==> src/rtl/id_pkg.sv <==
// Shared encodings for the decode stage: branch types as produced by the
// control unit, and the operand-forwarding select codes used in ID.
package id_pkg;

    // Branch type encodings carried on dec_br_type.
    localparam logic [2:0] BR_NONE = 3'd0;
    localparam logic [2:0] BR_BEQ  = 3'd1;
    localparam logic [2:0] BR_BNE  = 3'd2;
    localparam logic [2:0] BR_BLT  = 3'd3;
    localparam logic [2:0] BR_BGE  = 3'd4;
    localparam logic [2:0] BR_BLTU = 3'd5;
    localparam logic [2:0] BR_BGEU = 3'd6;
    localparam logic [2:0] BR_JAL  = 3'd7;

    // Operand source selects, lowest to highest priority.
    localparam logic [1:0] FWD_RF  = 2'd0;
    localparam logic [1:0] FWD_WB  = 2'd1;
    localparam logic [1:0] FWD_MEM = 2'd2;
    localparam logic [1:0] FWD_EX  = 2'd3;

endpackage

==> src/rtl/id_regfile.sv <==
// Architectural register file: two combinational read ports with
// write-through bypass, one write port, and a raw debug read port.
// x0 always reads zero and is never written.
module id_regfile #(
    parameter int XLEN = 32,
    parameter int NREG = 32,
    localparam int RAW = $clog2(NREG)
) (
    input  logic            clk,
    input  logic            rst,
    input  logic            we,
    input  logic [RAW-1:0]  waddr,
    input  logic [XLEN-1:0] wdata,
    input  logic [RAW-1:0]  raddr1,
    input  logic [RAW-1:0]  raddr2,
    output logic [XLEN-1:0] rdata1,
    output logic [XLEN-1:0] rdata2,
    input  logic [RAW-1:0]  dbg_raddr,
    output logic [XLEN-1:0] dbg_rdata
);

    logic [XLEN-1:0] regs [NREG];

    // Storage: cleared during reset, written when we targets a non-zero register.
    always_ff @(posedge clk) begin
        if (rst) begin
            for (int i = 0; i < NREG; i++) begin
                regs[i] <= '0;
            end
        end else if (we && waddr != '0) begin
            regs[waddr] <= wdata;
        end
    end

    // Read ports: a same-cycle write to the addressed register is passed through.
    always_comb begin
        rdata1 = (raddr1 == '0) ? '0 : regs[raddr1];
        rdata2 = (raddr2 == '0) ? '0 : regs[raddr2];
        if (we && waddr != '0 && waddr == raddr1) rdata1 = wdata;
        if (we && waddr != '0 && waddr == raddr2) rdata2 = wdata;
    end

    // Debug port shows stored contents only, never the in-flight write.
    always_comb begin
        dbg_rdata = (dbg_raddr == '0) ? '0 : regs[dbg_raddr];
    end

endmodule

==> src/rtl/id_stage_fwd.sv <==
// Decode stage: register read with EX/MEM/WB forwarding, load-use stall
// detection, branch resolution and the ID/EX pipeline register.
//
// Pipeline qualifier semantics: if_valid marks a real instruction in ID;
// ex_valid marks a real instruction in EX. There is no back-pressure from EX:
// a valid ID instruction advances every cycle unless id_stall (held in ID,
// bubble into EX) or id_flush (discarded, bubble into EX) is asserted.
module id_stage_fwd
    import id_pkg::*;
#(
    parameter int XLEN   = 32,
    parameter int NREG   = 32,
    parameter int CTRL_W = 16,
    localparam int RAW   = $clog2(NREG)
) (
    input  logic              clk,
    input  logic              rst,
    input  logic              if_valid,
    input  logic [XLEN-1:0]   if_pc,
    input  logic [RAW-1:0]    if_rs1,
    input  logic [RAW-1:0]    if_rs2,
    input  logic [RAW-1:0]    if_rd,
    input  logic [CTRL_W-1:0] dec_ctrl,
    input  logic              dec_rs1_en,
    input  logic              dec_rs2_en,
    input  logic              dec_rd_we,
    input  logic              dec_is_load,
    input  logic [2:0]        dec_br_type,
    input  logic [XLEN-1:0]   dec_imm,
    input  logic [RAW-1:0]    ex_fwd_rd,
    input  logic              ex_fwd_we,
    input  logic              ex_fwd_is_load,
    input  logic [XLEN-1:0]   ex_fwd_wd,
    input  logic [RAW-1:0]    mem_fwd_rd,
    input  logic              mem_fwd_we,
    input  logic [XLEN-1:0]   mem_fwd_wd,
    input  logic [RAW-1:0]    wb_rd,
    input  logic              wb_we,
    input  logic [XLEN-1:0]   wb_wd,
    input  logic              id_flush,
    input  logic [RAW-1:0]    dbg_raddr,
    output logic [XLEN-1:0]   dbg_rdata,
    output logic              id_stall,
    output logic              br_taken,
    output logic [XLEN-1:0]   br_target,
    output logic              ex_valid,
    output logic              ex_rd_we,
    output logic              ex_is_load,
    output logic [XLEN-1:0]   ex_pc,
    output logic [XLEN-1:0]   ex_rs1_val,
    output logic [XLEN-1:0]   ex_rs2_val,
    output logic [XLEN-1:0]   ex_imm,
    output logic [RAW-1:0]    ex_rd,
    output logic [CTRL_W-1:0] ex_ctrl
);

    logic [XLEN-1:0] rf_rs1, rf_rs2;
    logic [1:0]      rs1_sel, rs2_sel;
    logic [XLEN-1:0] op1, op2;
    logic            br_cond;
    logic            bubble;

    id_regfile #(.XLEN(XLEN), .NREG(NREG)) u_regfile (
        .clk       (clk),
        .rst       (rst),
        .we        (wb_we),
        .waddr     (wb_rd),
        .wdata     (wb_wd),
        .raddr1    (if_rs1),
        .raddr2    (if_rs2),
        .rdata1    (rf_rs1),
        .rdata2    (rf_rs2),
        .dbg_raddr (dbg_raddr),
        .dbg_rdata (dbg_rdata)
    );

    // Forwarding select per source: youngest producer wins, x0 never forwards.
    always_comb begin
        rs1_sel = FWD_RF;
        rs2_sel = FWD_RF;
        if (if_rs1 != '0) begin
            if (ex_fwd_we && ex_fwd_rd == if_rs1)        rs1_sel = FWD_EX;
            else if (mem_fwd_we && mem_fwd_rd == if_rs1) rs1_sel = FWD_MEM;
            else if (wb_we && wb_rd == if_rs1)           rs1_sel = FWD_WB;
        end
        if (if_rs2 != '0) begin
            if (ex_fwd_we && ex_fwd_rd == if_rs2)        rs2_sel = FWD_EX;
            else if (mem_fwd_we && mem_fwd_rd == if_rs2) rs2_sel = FWD_MEM;
            else if (wb_we && wb_rd == if_rs2)           rs2_sel = FWD_WB;
        end
    end

    // Operand muxes driven by the forwarding selects.
    always_comb begin
        case (rs1_sel)
            FWD_EX:  op1 = ex_fwd_wd;
            FWD_MEM: op1 = mem_fwd_wd;
            FWD_WB:  op1 = wb_wd;
            default: op1 = rf_rs1;
        endcase
        case (rs2_sel)
            FWD_EX:  op2 = ex_fwd_wd;
            FWD_MEM: op2 = mem_fwd_wd;
            FWD_WB:  op2 = wb_wd;
            default: op2 = rf_rs2;
        endcase
    end

    // Load-use hazard: a load in EX cannot forward yet, so hold ID one cycle.
    always_comb begin
        id_stall = if_valid && !id_flush && ex_fwd_is_load && ex_fwd_we &&
                   (ex_fwd_rd != '0) &&
                   ((dec_rs1_en && ex_fwd_rd == if_rs1) ||
                    (dec_rs2_en && ex_fwd_rd == if_rs2));
    end

    // Branch condition on forwarded operands; taken only for a live, unstalled instruction.
    always_comb begin
        br_cond = 1'b0;
        case (dec_br_type)
            BR_BEQ:  br_cond = (op1 == op2);
            BR_BNE:  br_cond = (op1 != op2);
            BR_BLT:  br_cond = ($signed(op1) <  $signed(op2));
            BR_BGE:  br_cond = ($signed(op1) >= $signed(op2));
            BR_BLTU: br_cond = (op1 <  op2);
            BR_BGEU: br_cond = (op1 >= op2);
            BR_JAL:  br_cond = 1'b1;
            default: br_cond = 1'b0;
        endcase
        br_taken  = if_valid && !id_stall && !id_flush && br_cond;
        br_target = if_pc + dec_imm;
    end

    assign bubble = rst || id_flush || id_stall || !if_valid;

    // ID/EX register: load the decoded instruction or insert an all-zero bubble.
    always_ff @(posedge clk) begin
        if (bubble) begin
            ex_valid   <= 1'b0;
            ex_rd_we   <= 1'b0;
            ex_is_load <= 1'b0;
            ex_pc      <= '0;
            ex_rs1_val <= '0;
            ex_rs2_val <= '0;
            ex_imm     <= '0;
            ex_rd      <= '0;
            ex_ctrl    <= '0;
        end else begin
            ex_valid   <= 1'b1;
            ex_rd_we   <= dec_rd_we;
            ex_is_load <= dec_is_load;
            ex_pc      <= if_pc;
            ex_rs1_val <= op1;
            ex_rs2_val <= op2;
            ex_imm     <= dec_imm;
            ex_rd      <= if_rd;
            ex_ctrl    <= dec_ctrl;
        end
    end

endmodule

==> config.mk <==
export PLATFORM = sky130hd
export DESIGN_NAME = id_stage_fwd
export DESIGN_NICKNAME = d
export VERILOG_FILES = /design/src/rtl/id_pkg.sv /design/src/rtl/id_regfile.sv /design/src/rtl/id_stage_fwd.sv
export SDC_FILE = /design/constraint.sdc
export NUM_CORES = 2
export LEC_CHECK = 0
export ABC_CLOCK_PERIOD_IN_PS = 6400
export CAP_MARGIN = 20
export CORE_MARGIN = 2
export CORE_UTILIZATION = 58
export CTS_CLUSTER_DIAMETER = 150
export DETAILED_ROUTE_END_ITERATION = 8
export PLACE_DENSITY = 0.78
export SETUP_SLACK_MARGIN = 0.15
export SYNTH_ARGS = -nofsm -noshare
export SYNTH_HDL_FRONTEND = slang
export SYNTH_SLANG_ARGS = --single-unit
==> constraint.sdc <==
create_clock -name clk -period 6.4 [get_ports clk]
set_input_delay 1.28 -clock clk [delete_from_list [all_inputs] [get_ports clk]]
set_output_delay 1.28 -clock clk [all_outputs]
set_load 0.01 [all_outputs]
==> Implementation_results.wiki <==
{| class="wikitable"
! Metric !! Value
|-
| Clk sink count || 1176
|-
| Post-detailed-placement half-perimeter wirelength || 175000 µm
|-
| Mux cell area share after synthesis || about a third
|-
| Cell depth of the worst hold path || 2
|-
| Maximum buffer depth of the clock tree || 3
|-
| Final Hold Viols || 0
|-
| Non-filler cells, final || about 7100
|-
| CTS H-tree depth || 4
|-
| Dominant synthesized flop cell || edfxtp_1
|-
| Vias per cell || 7.40
|-
| Origin of the critical flop-to-flop path || u_regfile.regs[6][21]
|-
| Sequential cell area fraction in the yosys report || 48.0%
|-
| Global-route usage over all layers || between 40% and 50%
|-
| Routed wire length per instance || between 30 and 40 µm
|-
| Placed Cells || ~6700
|-
| Area of the placeable core || about 120000 µm²
|-
| Tightest hold margin || roughly 910 ps
|-
| Power density of the placed cells || between 200 and 250 nW/µm²
|-
| Pin count of the biggest net entering global routing || between 90 and 100
|-
| Async SR Flop Fraction || 0%
|-
| Weighted congestion reported at the end of routability-driven placement || approximately 0.96
|-
| Capture point of the worst reg-to-reg path || ex_rs1_val[21]
|-
| Number of different library cells in the post-synthesis netlist || 75
|-
| Largest family of logic cells by synthesized area || multiplexers
|-
| Count of port buffers added during placement || about 440
|-
| Violated checks || setup timing
|-
| Proportion of layout cells with a drive suffix above 1 || a little over a third
|-
| Synthesized-area fraction occupied by adder cells || about 1.1%
|-
| Critical-path maximum fanout || 12
|-
| Num rows || between 100 and 150
|-
| Data required time of the critical path || about 7000 ps
|-
| Outcome || finished with violations
|-
| Maximum clock frequency || roughly 0.15 GHz
|-
| Area overhead of the layout relative to synthesis || 22.3%
|-
| Number of flip-flops and latches in the synthesized netlist || 1176
|-
| Die Area || 124000 µm²
|-
| Post-layout instance area || around 86000 µm²
|-
| Synthesized area || a little over 70000 µm²
|-
| Worst vdd ir || 262 µV
|-
| Number of antenna violations at the first check in global routing || 29
|-
| Post-DP Area || 80200 µm²
|-
| Synthesized instance count || between 4000 and 5000
|-
| Kind of capture point of the worst setup path || flip-flop
|-
| Post-synthesis xor/xnor area fraction || less than 1%
|-
| Worst-path clk slew || 50 ps
|-
| Worst Reg-to-Reg Cells || 40
|-
| First-pass detailed-route iteration total || 9
|-
| Actual slew at the worst max-slew pin || 1250 ps
|-
| 1st-iter DRT viols || roughly 9400
|-
| Final setup violation count || 2
|-
| Residual DRC count || 0
|-
| Number of warnings printed during yosys synthesis || 0
|-
| Leakage component of the power || approximately 30 nW
|-
| Die Wd || around 350 µm
|-
| Worst path max stage delay || between 400 and 500 ps
|-
| Worst-case clock skew || 30.4 ps
|-
| Sum of routed wire length over all layers || ~280000 µm
|-
| Routed vias || ~53000
|-
| Number of placed I/O pins || 444
|-
| Total number of nets in the final design || roughly 5700
|-
| Number of max-capacitance violations reported || 0
|-
| Insertion delay to the later sink of the worst-skew pair || ~800 ps
|-
| Average size of a mapped cell || between 15 and 20 µm²
|-
| Die span in y || ~350 µm
|-
| Total CTS buffers || ~130
|-
| Final period demand of the worst path || between 6000 and 7000 ps
|-
| Cts hold-fix bufs || 0
|-
| End point of the worst hold path || ex_pc[13]
|-
| Setup slack of the critical path after layout || -470 ps
|-
| Hold wc startpoint || if_pc[13]
|-
| Remaining number of nets flagged by the antenna check after routing || 0
|-
| Final slew viol count || 0
|-
| Initial Util || approximately three fifths
|-
| Buffer type at the clock tree root || clkbuf_16
|-
| TritonCTS clock tree || yes
|-
| Worst path arrival time || roughly 7500 ps
|-
| Flop-to-flop setup slack || between 150 and 200 ps
|-
| Compound-Gate Fraction of Synth Area || about 3.4%
|-
| Max transition margin || between 15 and 20%
|-
| Count of flip-flops with a built-in enable after synthesis || between 1000 and 1500
|-
| Tightest Hold Check Type || input port to flip-flop
|-
| Via count of the first global-routing pass || around 52000
|-
| Path type of the worst setup path || input port to flip-flop
|-
| Cell repeated most along the worst path || buf_4
|-
| Grt ovf || 0
|-
| Unrepaired setup endpoints after global routing || true
|-
| Simple logic cell fraction of the synthesized area || 12.0%
|-
| Post-route fraction of the period consumed by the critical path || 107%
|-
| Wire length of the first global-routing pass || between 300000 and 400000 µm
|-
| Slowest cell on crit path || mux4_2
|-
| Sort of element at the start of the critical path || input port
|}
-- sequential cells by signal, summed over array words and instances, names as in the netlist --
register and cells:
ex_pc 32, ex_ctrl 16, ex_imm 32, ex_rd_we 1, ex_is_load 1, ex_rd 5, ex_rs1_val 32, ex_valid 1
ex_rs2_val 32, u_regfile.regs 1024
-- cell usage in the layout (no fill, tap or decap), types with 27 or more instances in the layout --
cell type        count
mux2i_1            107
buf_12              85
dfxtp_1            152
o21ai_1             37
buf_4              508
or2_2               32
conb_1              32
mux4_2             933
buf_6               35
nor3_1              41
nor2_1             105
clkbuf_16          137
a222oi_1            49
edfxtp_1          1024
and2_1            1082
nand2_1             35
o21a_1              38
ha_1                60
xnor2_1             32
a211oi_1            27
diode_2             38
clkbuf_1            29
a21oi_1             42
clkdlybuf4s50_1    411
nor2_4              34
-- metal layers --
layer	part of all wire (%)	global-route usage, %	wire, µm
met1	29	51.1	81000
met2	45	67.3	125000
met3	17	19.3	47300
met4	8.9	33.6	24700
met5	0.084	1.08	234
-- per-stage QoR --
stage | TNS (ps) | util [%] | setup slack (ps) | power [W]
global placement | -1530 | 66.8 | -1530 | 0.0132
finish | -926 | 71.6 | -470 | 0.0211
detailed placement | -1330 | 66.8 | -1330 | 0.0133
global route | -1200 | 71.6 | -609 | 0.0215
floorplan | 0 | - | 191 | 0.0113
CTS | -537 | 71.4 | -331 | 0.0209
-- worst max-delay path, delay by kind of cell --
| family | cells | cell delay (ps) |
|---|---|---|
| buf+inv | 39 | 5020 |
| mux | 3 | 860 |
| compound gates | 2 | 240 |
| simple gates | 1 | 120 |
-- what timing repair did --
item / 4_1_cts / 5_1_grt
gates cloned: 9 / 1
buffers inserted: 78 / 9
resized for setup: 120 / 19
endpoints found under the setup margin: 1 / 5
pin swaps: 44 / 14
-- cell usage after synthesis (9+ instances only) --
cell type	n	share of area (%)
dfxtp_1	152	4.3
a211oi_1	31	0.33
clkbuf_1	319	1.7
o21ai_0	17	0.12
ha_1	63	1.1
buf_6	15	0.24
a221oi_1	10	0.12
nand3_1	18	0.13
nand4_1	9	0.080
inv_1	15	0.080
a222oi_1	49	0.70
and2_1	1082	9.6
or2_2	32	0.28
o21bai_2	9	0.14
buf_2	105	0.75
o21a_1	38	0.41
buf_1	39	0.21
xnor2_1	33	0.41
nor2_1	140	0.75
o21ai_1	36	0.26
mux4_2	933	30
edfxtp_1	1024	44
nand2_1	38	0.20
mux2i_1	111	1.6
buf_4	18	0.19
xor2_1	23	0.29
a21oi_1	57	0.41
a21o_1	25	0.27
nor2b_1	21	0.19
nor3_1	45	0.32
-- where the power goes --
group	leakage (nW)	internal, W	switching, W
Combinational	17.6	0.00225	0.00224
Clock	2.07	0.00437	0.00324
Sequential	11.0	0.00874	0.000299
-- layout make-up --
type                    instances  area (µm²)
diodes                         38        95.1
clock buffers                 172        3590
clock inverters                64         636
fillers                      7624       34100
inverters                      16        61.3
multi-input cells            2954       34900
flip-flops and latches       1176       33800
well taps                    1612        2020
repair buffers               1085       10900
-- kinds of logic after synthesis --
group,Yosys count
AO/OA/AOI/OAI,323
multiplexers,1049
other,1
buffers and inverters,513
flip-flops,1176
adder cells (fa/ha/maj),64
AND/OR/NAND/NOR,1430
XOR/XNOR,56
-- how the worst max path moves through the flow --
| stage | from | endpoint | slack [ps] | cells after the start |
|---|---|---|---|---|
| finish | if_rs1[0] | ex_rs1_val[21] | -470 | 45 |
| global route | mem_fwd_rd[1] | br_taken | -610 | 22 |
| CTS | wb_rd[3] | br_taken | -330 | 18 |
| detailed placement | wb_rd[0] | br_taken | -1330 | 21 |
| global placement | mem_fwd_rd[0] | br_taken | -1530 | 19 |
| floorplan | if_rs2[0] | br_taken | 190 | 17 |
No activity file was read; power rests on OpenSTA's default activity.
